<file path="src/rtl/pipe_rca.sv">
`default_nettype none
// ============================================================================
// Module      : pipe_rca
// Description : Pipelined ripple-carry adder/subtractor, SEG bits per stage,
//               valid/ready handshake on both sides. Optional macro
//               PIPE_RCA_SAT_EN clamps s to the signed limit on overflow.
// Revision    : 1.0 - initial release
// ============================================================================
module pipe_rca #(
  parameter int WIDTH = 16,
  parameter int SEG   = 4
) (
  input  logic             clk,
  input  logic             rst_n,
  input  logic             in_valid,
  output logic             in_ready,
  input  logic [WIDTH-1:0] x,
  input  logic [WIDTH-1:0] y,
  input  logic             c_in,
  input  logic             sub,
  output logic             out_valid,
  input  logic             out_ready,
  output logic [WIDTH-1:0] s,
  output logic             c_out,
  output logic             ovf
);

  localparam int STAGES = WIDTH / SEG;

  // Stage k keeps WIDTH-(k+1)*SEG unconsumed operand bits and (k+1)*SEG
  // finished sum bits; all stages are packed back to back in flat buses.
  function automatic int xoff(input int k);
    return k * WIDTH - (SEG * k * (k + 1)) / 2;
  endfunction

  function automatic int soff(input int k);
    return (SEG * k * (k + 1)) / 2;
  endfunction

  localparam int XTOT = (STAGES > 1) ? xoff(STAGES - 1) : 1;
  localparam int STOT = soff(STAGES);

  logic              adv;
  logic [STAGES-1:0] v_q;
  logic [STAGES-1:0] c_q;
  logic [XTOT-1:0]   x_q;
  logic [XTOT-1:0]   y_q;
  logic [STOT-1:0]   s_q;
  logic              ovf_q;

  assign out_valid = v_q[STAGES-1];
  assign adv       = !out_valid || out_ready;
  assign in_ready  = adv;
  assign s         = s_q[soff(STAGES-1) +: WIDTH];
  assign c_out     = c_q[STAGES-1];
  assign ovf       = ovf_q;

  for (genvar k = 0; k < STAGES; k++) begin : g_stage
    localparam int XW = WIDTH - k * SEG;

    logic [XW-1:0]          ax;
    logic [XW-1:0]          ay;
    logic                   ci;
    logic                   vi;
    logic [SEG:0]           part;
    logic [(k+1)*SEG-1:0]   s_d;

    assign part = {1'b0, ax[SEG-1:0]} + {1'b0, ay[SEG-1:0]} + {{SEG{1'b0}}, ci};

    if (k == 0) begin : g_src
      assign ax  = x;
      assign ay  = y ^ {WIDTH{sub}};
      assign ci  = c_in ^ sub;
      assign vi  = in_valid;
      assign s_d = part[SEG-1:0];
    end else begin : g_src
      localparam int PXO = xoff(k - 1);
      localparam int PSO = soff(k - 1);
      assign ax  = x_q[PXO +: XW];
      assign ay  = y_q[PXO +: XW];
      assign ci  = c_q[k-1];
      assign vi  = v_q[k-1];
      assign s_d = {part[SEG-1:0], s_q[PSO +: k*SEG]};
    end

    if (k == STAGES - 1) begin : g_last
      localparam int SO = soff(k);
      logic             ovf_d;
      logic [WIDTH-1:0] res_d;

      // Carry into the MSB is recovered as a^b^sum at that bit position.
      assign ovf_d = ax[SEG-1] ^ ay[SEG-1] ^ part[SEG-1] ^ part[SEG];
`ifdef PIPE_RCA_SAT_EN
      assign res_d = ovf_d ? {ax[SEG-1], {(WIDTH-1){~ax[SEG-1]}}} : s_d;
`else
      assign res_d = s_d;
`endif

      always_ff @(posedge clk or negedge rst_n) begin
        if (!rst_n) begin
          v_q[k]          <= 1'b0;
          c_q[k]          <= 1'b0;
          s_q[SO +: WIDTH] <= '0;
          ovf_q           <= 1'b0;
        end else if (adv) begin
          v_q[k]          <= vi;
          c_q[k]          <= part[SEG];
          s_q[SO +: WIDTH] <= res_d;
          ovf_q           <= ovf_d;
        end
      end
    end else begin : g_mid
      localparam int XO = xoff(k);
      localparam int SO = soff(k);

      always_ff @(posedge clk or negedge rst_n) begin
        if (!rst_n) begin
          v_q[k]                <= 1'b0;
          c_q[k]                <= 1'b0;
          x_q[XO +: XW-SEG]     <= '0;
          y_q[XO +: XW-SEG]     <= '0;
          s_q[SO +: (k+1)*SEG]  <= '0;
        end else if (adv) begin
          v_q[k]                <= vi;
          c_q[k]                <= part[SEG];
          x_q[XO +: XW-SEG]     <= ax[XW-1:SEG];
          y_q[XO +: XW-SEG]     <= ay[XW-1:SEG];
          s_q[SO +: (k+1)*SEG]  <= s_d;
        end
      end
    end
  end

endmodule
`default_nettype wire

</file>
<file path="config.mk">
export PLATFORM = sky130hd
export DESIGN_NAME = pipe_rca
export DESIGN_NICKNAME = d
export VERILOG_FILES = /design/src/rtl/pipe_rca.sv
export SDC_FILE = /design/constraint.sdc
export NUM_CORES = 1
export LEC_CHECK = 0
export CORE_MARGIN = 2
export CORE_UTILIZATION = 49
export CTS_CLUSTER_SIZE = 28
export DETAILED_ROUTE_END_ITERATION = 10
export PLACE_DENSITY = 0.77
export SKIP_LAST_GASP = 1
export SYNTH_ARGS = -nofsm -noshare
export SYNTH_HDL_FRONTEND = slang
export SYNTH_SLANG_ARGS = --single-unit
</file>
<file path="constraint.sdc">
create_clock -name clk -period 2 [get_ports clk]
set_input_delay 0.4 -clock clk [delete_from_list [all_inputs] [get_ports clk]]
set_output_delay 0.4 -clock clk [all_outputs]
set_load 0.02 [all_outputs]
</file>
Yosys cells after proc, flatten, opt, wreduce, memory -nomap -nowiden:

Cells that the tools add are included.

* flip-flop bits (word level): 97
* output and inout bits: 20

* $add $sub $neg: 8
* bitwise operators: 5
* reductions and logical operators: 2

Operators with widths (count)
* 4-bit by 4-bit adder with 5-bit output: 4
* 5-bit by 1-bit adder with 5-bit output: 4
* 16-bit XOR: 1
* 1-bit XOR: 4
* 1-bit zero test: 1
* 1-bit logical OR: 1

Logic depth before layout (Yosys ltp):

Gate-level depths: netlist (run 1).

* depth in word-level cells: 4
* mapped depth: 8

Worst setup path after synthesis (run 1):

Ideal clock, no wire load.

* kind: input to register
* from: in sub
* to: reg c_q[0], in the netlist g_stage[1].ci
* setup time: 131 ps
* arrival time: 2070 ps
* path slack: -202 ps
* stages: 8
* path buffers: 2
* path through: buf_4 -> buf_6 -> xor2_1 -> fa_1 -> fa_1 -> a21o_1 -> a21oi_1 -> a21oi_1

* word-level cells in the longest chain between the ends: 3

RTL lines
* start: declaration: line 20 `input logic sub,`
* 16-bit XOR: line 72 `assign ay = y ^ {WIDTH{sub}};`
* 4-bit by 4-bit adder with 5-bit output: line 68 `assign part = {1'b0, ax[SEG-1:0]} + {1'b0, ay[SEG-1:0]} + {{SEG{1'b0}}, ci};`
* 5-bit by 1-bit adder with 5-bit output (*): line 68
* end signal: indexed assignment: line 125 `c_q[k] <= part[SEG];`
* end: declaration: line 45 `logic [STAGES-1:0] c_q;`

Every way passes the cells marked *; elsewhere a longest branch is shown, timed or not.
A chain may end at the register's enable or synchronous reset.

Worst setup path after layout (run 1):

* from: in y[0]
* to: reg c_q[0], in the netlist g_stage[1].ci

* word-level cells in the longest chain between the ends: 3

RTL lines
* start: declaration: line 18 `input logic [WIDTH-1:0] y,`
* 16-bit XOR: line 72
* 4-bit by 4-bit adder with 5-bit output: line 68
* 5-bit by 1-bit adder with 5-bit output: line 68

No other way between the ends.

==> summary by stage, run 1 <==
Finish
The sequential cells in the finished layout cover a total of approximately 2400 um2. The number of nets in the finished design is between 500 and 600. The most common cell after layout, fill and taps aside is sky130_fd_sc_hd__nand2_1. The area overhead of the layout relative to synthesis is 21.7%. The multi-input combinational cells in the finished layout cover a total of 1700 um2. The count of fill cells added during filler insertion is slightly above 700.

Leaving out fill and tap cells, the most frequent cells in the layout are 226 x sky130_fd_sc_hd__nand2_1, 97 x sky130_fd_sc_hd__dfrtp_1, 54 x sky130_fd_sc_hd__clkdlybuf4s50_1, 22 x sky130_fd_sc_hd__o21ai_0, 15 x sky130_fd_sc_hd__xnor2_1. Summing all non-filler instances in the final layout gives an area of ~5200 um2. The repair_antennas step left the layout with diodes totalling 0. The fraction of final layout cells with drive strength greater than 1 is 0.0760.

Synthesis
The number of nets in the synthesized netlist is ~510. The count of synthesis-stage warnings from yosys is 0. The average footprint of a synthesized cell is ~9.5 um2.

The register bit total from synthesis is 97. The cell accounting for the most synthesized area is sky130_fd_sc_hd__dfrtp_1. The number of distinct standard cells referenced by the synthesized netlist is 21. The register area share after synthesis is 0.567. Yosys attributes the largest share of cell area to sky130_fd_sc_hd__dfrtp_1 57%, sky130_fd_sc_hd__nand2_1 20%, sky130_fd_sc_hd__fa_1 3.7%. The cell count after synthesis came out at 450. Summing every instance area after synthesis gives between 4000 and 5000 um2. Of the post-synthesis cell area, the dominant cell type holds 0.567.

Routing
After detailed routing, the average wire length per cell comes to between 10 and 15 um. Summing over every cut layer, the via total after detailed routing is 2974. The number of DRC violations after detailed-routing iteration 0 is ~180. The via count normalized by instance count is 4.79.

The sum of routed wire length over all layers is 7380 um. The detail route stage leaves a number of antenna-violating nets equal to 0. The number of iterations in the first detailed-routing pass is 4. After detailed routing, the number of remaining DRC violations is 0.

Worst setup path
The slowest cell on the critical path is sky130_fd_sc_hd__clkdlybuf4s50_1. The worst reg2reg path depth is 6. The top cell family by delay on the critical path is adder cells. The launch point of the worst reg-to-reg path is g_stage[3].ax[0]. The worst setup path is launched from an input port. Counting stages on the worst path, the most repeated cell is sky130_fd_sc_hd__fa_2. By startpoint and endpoint, the worst setup path is classified as in2reg.

Traced cell by cell, the critical path runs through clkdlybuf4s50_1, xor2_2, fa_2, fa_2, a21o_1, a21oi_2, a21oi_1. The setup check on the worst reg-to-reg path leaves a slack of roughly 0.090 ns. The buffers plus inverters on the worst setup path is 1. The critical path required time is 2.24 ns.

Data on the critical path arrives at its endpoint at about 2.2 ns. The worst stage delay on the critical path is roughly 0.44 ns. The reg-to-reg endpoint is ovf. Along the worst path, the maximum fanout reaches 2. The worst setup path is captured at a flip-flop.

Clock network
The clock root buffer master is sky130_fd_sc_hd__clkbuf_8. The clock latency on the worst-skew pair is 0.36 ns. Once the clock tree was built, the setup fixing pass inserted 0 buffers. The clock tree buffer depth is 2. The clock tree from TritonCTS is yes. The CTS sink count is between 90 and 100. After clock tree synthesis, the clock-pin slew on the worst setup and hold paths is about 0.090 ns. The H-tree depth is 3. The TritonCTS buffer count is 9.

STA
Of the available clock period, the critical path in the final layout requires 0.970. The post-route minimum period is between 1.5 and 2 ns. Based on the critical path, the design can be clocked at up to between 0.5 and 0.6 GHz.

The final setup skew is 0.00645 ns. The final-report setup violation count is 0. The max-slew violation count was 0. The headroom to the max-slew limit is 0.552. The sum of negative setup slack is 0 ns. The hold violation count in the final report is 0.

The transition time at the pin with the least slew margin is slightly below 0.7 ns. Setup repair after global routing left no endpoint under its margin. The worst hold slack is 0.395 ns.

Global route
The first-pass GRT wire length is approximately 13000 um. The pin count of the biggest net entering global routing is 75. The overall fraction of global-route tracks in use is 0.169. The number of antenna violations at the first check in global routing is 0. Summed over all layers, the global routing overflow is 0.

The via count of the first global-routing pass is around 2900.

Power
In this run the power density over the cells is 1480 nW/um2. The static leakage is 0.00259 uW. The total power consumption of the routed design is slightly below 8000 uW. The peak ir drop on the vdd network is 0.533 mV.

Placement
At the end of routability-driven placement, the weighted congestion stood at ~0.75. In this run the tool buffered the top-level ports with 57 buffer cells. After detailed placement, the total cell area comes to slightly below 5000 um2. Detailed placement finished with a half-perimeter wire length of between 5000 and 6000 um.

Min path
The class of the tightest hold or removal check is in2async.

Run status
The flow ran to the end, and the final reports show no timing, DRC or antenna violations.

Floorplan
The floorplan has 34 rows. The floorplan step defined a die boundary enclosing roughly 9500 um2. The core region is about 8600 um2. The die is a little under 100 um wide. For this configuration, the core starts out at a cell density of 0.498. between 50 and 60 I/O pins were placed. The floorplan step set the die height to roughly 100 um.

Run
Max-cap violations in this run came to 0.
==> Yosys cell counts <==
library cell,instances
sky130_fd_sc_hd__nor2b_2,1
sky130_fd_sc_hd__fa_1,8
sky130_fd_sc_hd__xor2_1,9
sky130_fd_sc_hd__nor2_1,7
sky130_fd_sc_hd__o21ai_0,22
sky130_fd_sc_hd__o21ai_1,2
sky130_fd_sc_hd__buf_6,7
sky130_fd_sc_hd__nand2b_1,1
sky130_fd_sc_hd__a21oi_1,11
sky130_fd_sc_hd__nand2_1,226
sky130_fd_sc_hd__a21o_1,7
sky130_fd_sc_hd__a21oi_2,2
sky130_fd_sc_hd__buf_2,10
sky130_fd_sc_hd__nor2b_1,1
sky130_fd_sc_hd__dfrtp_1,97
sky130_fd_sc_hd__clkbuf_1,3
sky130_fd_sc_hd__xnor2_1,16
sky130_fd_sc_hd__ha_1,12
sky130_fd_sc_hd__buf_4,3
sky130_fd_sc_hd__inv_2,1
sky130_fd_sc_hd__inv_1,4
==> state kept, by name (all words and copies together), names as in the netlist <==
name,flops
ovf,1
g_stage.ax,24
g_stage.vi,3
g_stage.ay,24
c_out,1
g_stage.ci,3
g_stage.s_d,12
g_stage.g_last.res_d,12
out_valid,1
s,16
==> how the worst max path moves through the flow <==
stage,from,slack (ns),depth (start not counted),endpoint
global route,y[0],0.01,7,g_stage[1].s_d[2]
floorplan,sub,-0.07,8,g_stage[1].ci
finish,y[0],0.06,7,g_stage[1].ci
CTS,y[0],-0.02,7,g_stage[1].s_d[2]
detailed placement,sub,-0.49,7,g_stage[1].s_d[2]
global placement,sub,-0.41,7,g_stage[1].s_d[2]
==> repair_timing <==
item	4_1_cts	5_1_grt
hold buffers	1	0
setup endpoints to repair	4	3
endpoints found under the hold margin	6	0
resized for setup	2	3
pin swaps	0	2
==> per-layer routing <==
| metal | part of all wire | up-vias | global-route usage | wire length [um] |
|---|---|---|---|---|
| met2 | 0.48 | 61 | 0.281 | 3560 |
| met5 | 0 | - | 0 | 0 |
| met4 | 0.015 | 0 | 0.0694 | 110 |
| met3 | 0.036 | 10 | 0.0367 | 266 |
| met1 | 0.47 | 1392 | 0.216 | 3450 |
| li1 | - | 1511 | - | - |
==> final cells by class <==
| type | count | share of cell area |
|---|---|---|
| Sequential cell | 97 | 0.466 |
| Clock buffer | 11 | 0.0291 |
| Tap cell | 108 | 0.0259 |
| Timing Repair Buffer | 71 | 0.134 |
| Inverter | 5 | 0.00360 |
| Clock inverter | 4 | 0.0147 |
| Multi-Input combinational cell | 325 | 0.327 |
==> metrics by stage <==
step / worst slack, ns / utilization / std cells
floorplan: -0.0652 / - / 450
finish: 0.0593 / 0.606 / 621
global placement: -0.406 / 0.577 / 605
detailed placement: -0.489 / 0.577 / 605
global route: 0.0133 / 0.606 / 621
CTS: -0.0227 / 0.605 / 621
==> where the power goes <==
| group | total [uW] | internal, uW | switching, uW |
|---|---|---|---|
| clock | 1420 | 768 | 648 |
| sequential | 3330 | 2830 | 494 |
| combinational | 2940 | 1330 | 1610 |
==> logic make-up after synthesis <==
family	count (synthesis)	synth area share
AND/OR/NAND/NOR	236	0.209
XOR/XNOR	25	0.0512
flip-flops	97	0.567
AO/OA/AOI/OAI	44	0.0573
buffers and inverters	28	0.0424
adder cells (fa/ha/maj)	20	0.0725
Power figures use the tool's default switching activity.
==> run 2, diff against run 1 <==
--- a/config.mk
+++ b/config.mk
@@ -9,6 +9,7 @@
 export CORE_UTILIZATION = 49
 export CTS_CLUSTER_SIZE = 28
 export DETAILED_ROUTE_END_ITERATION = 10
+export HOLD_SLACK_MARGIN = 0.05
 export PLACE_DENSITY = 0.77
 export SKIP_LAST_GASP = 1
 export SYNTH_ARGS = -nofsm -noshare
==> results of run 2 <==
The final DEF is identical to that of run 1; final timing and power are the same.
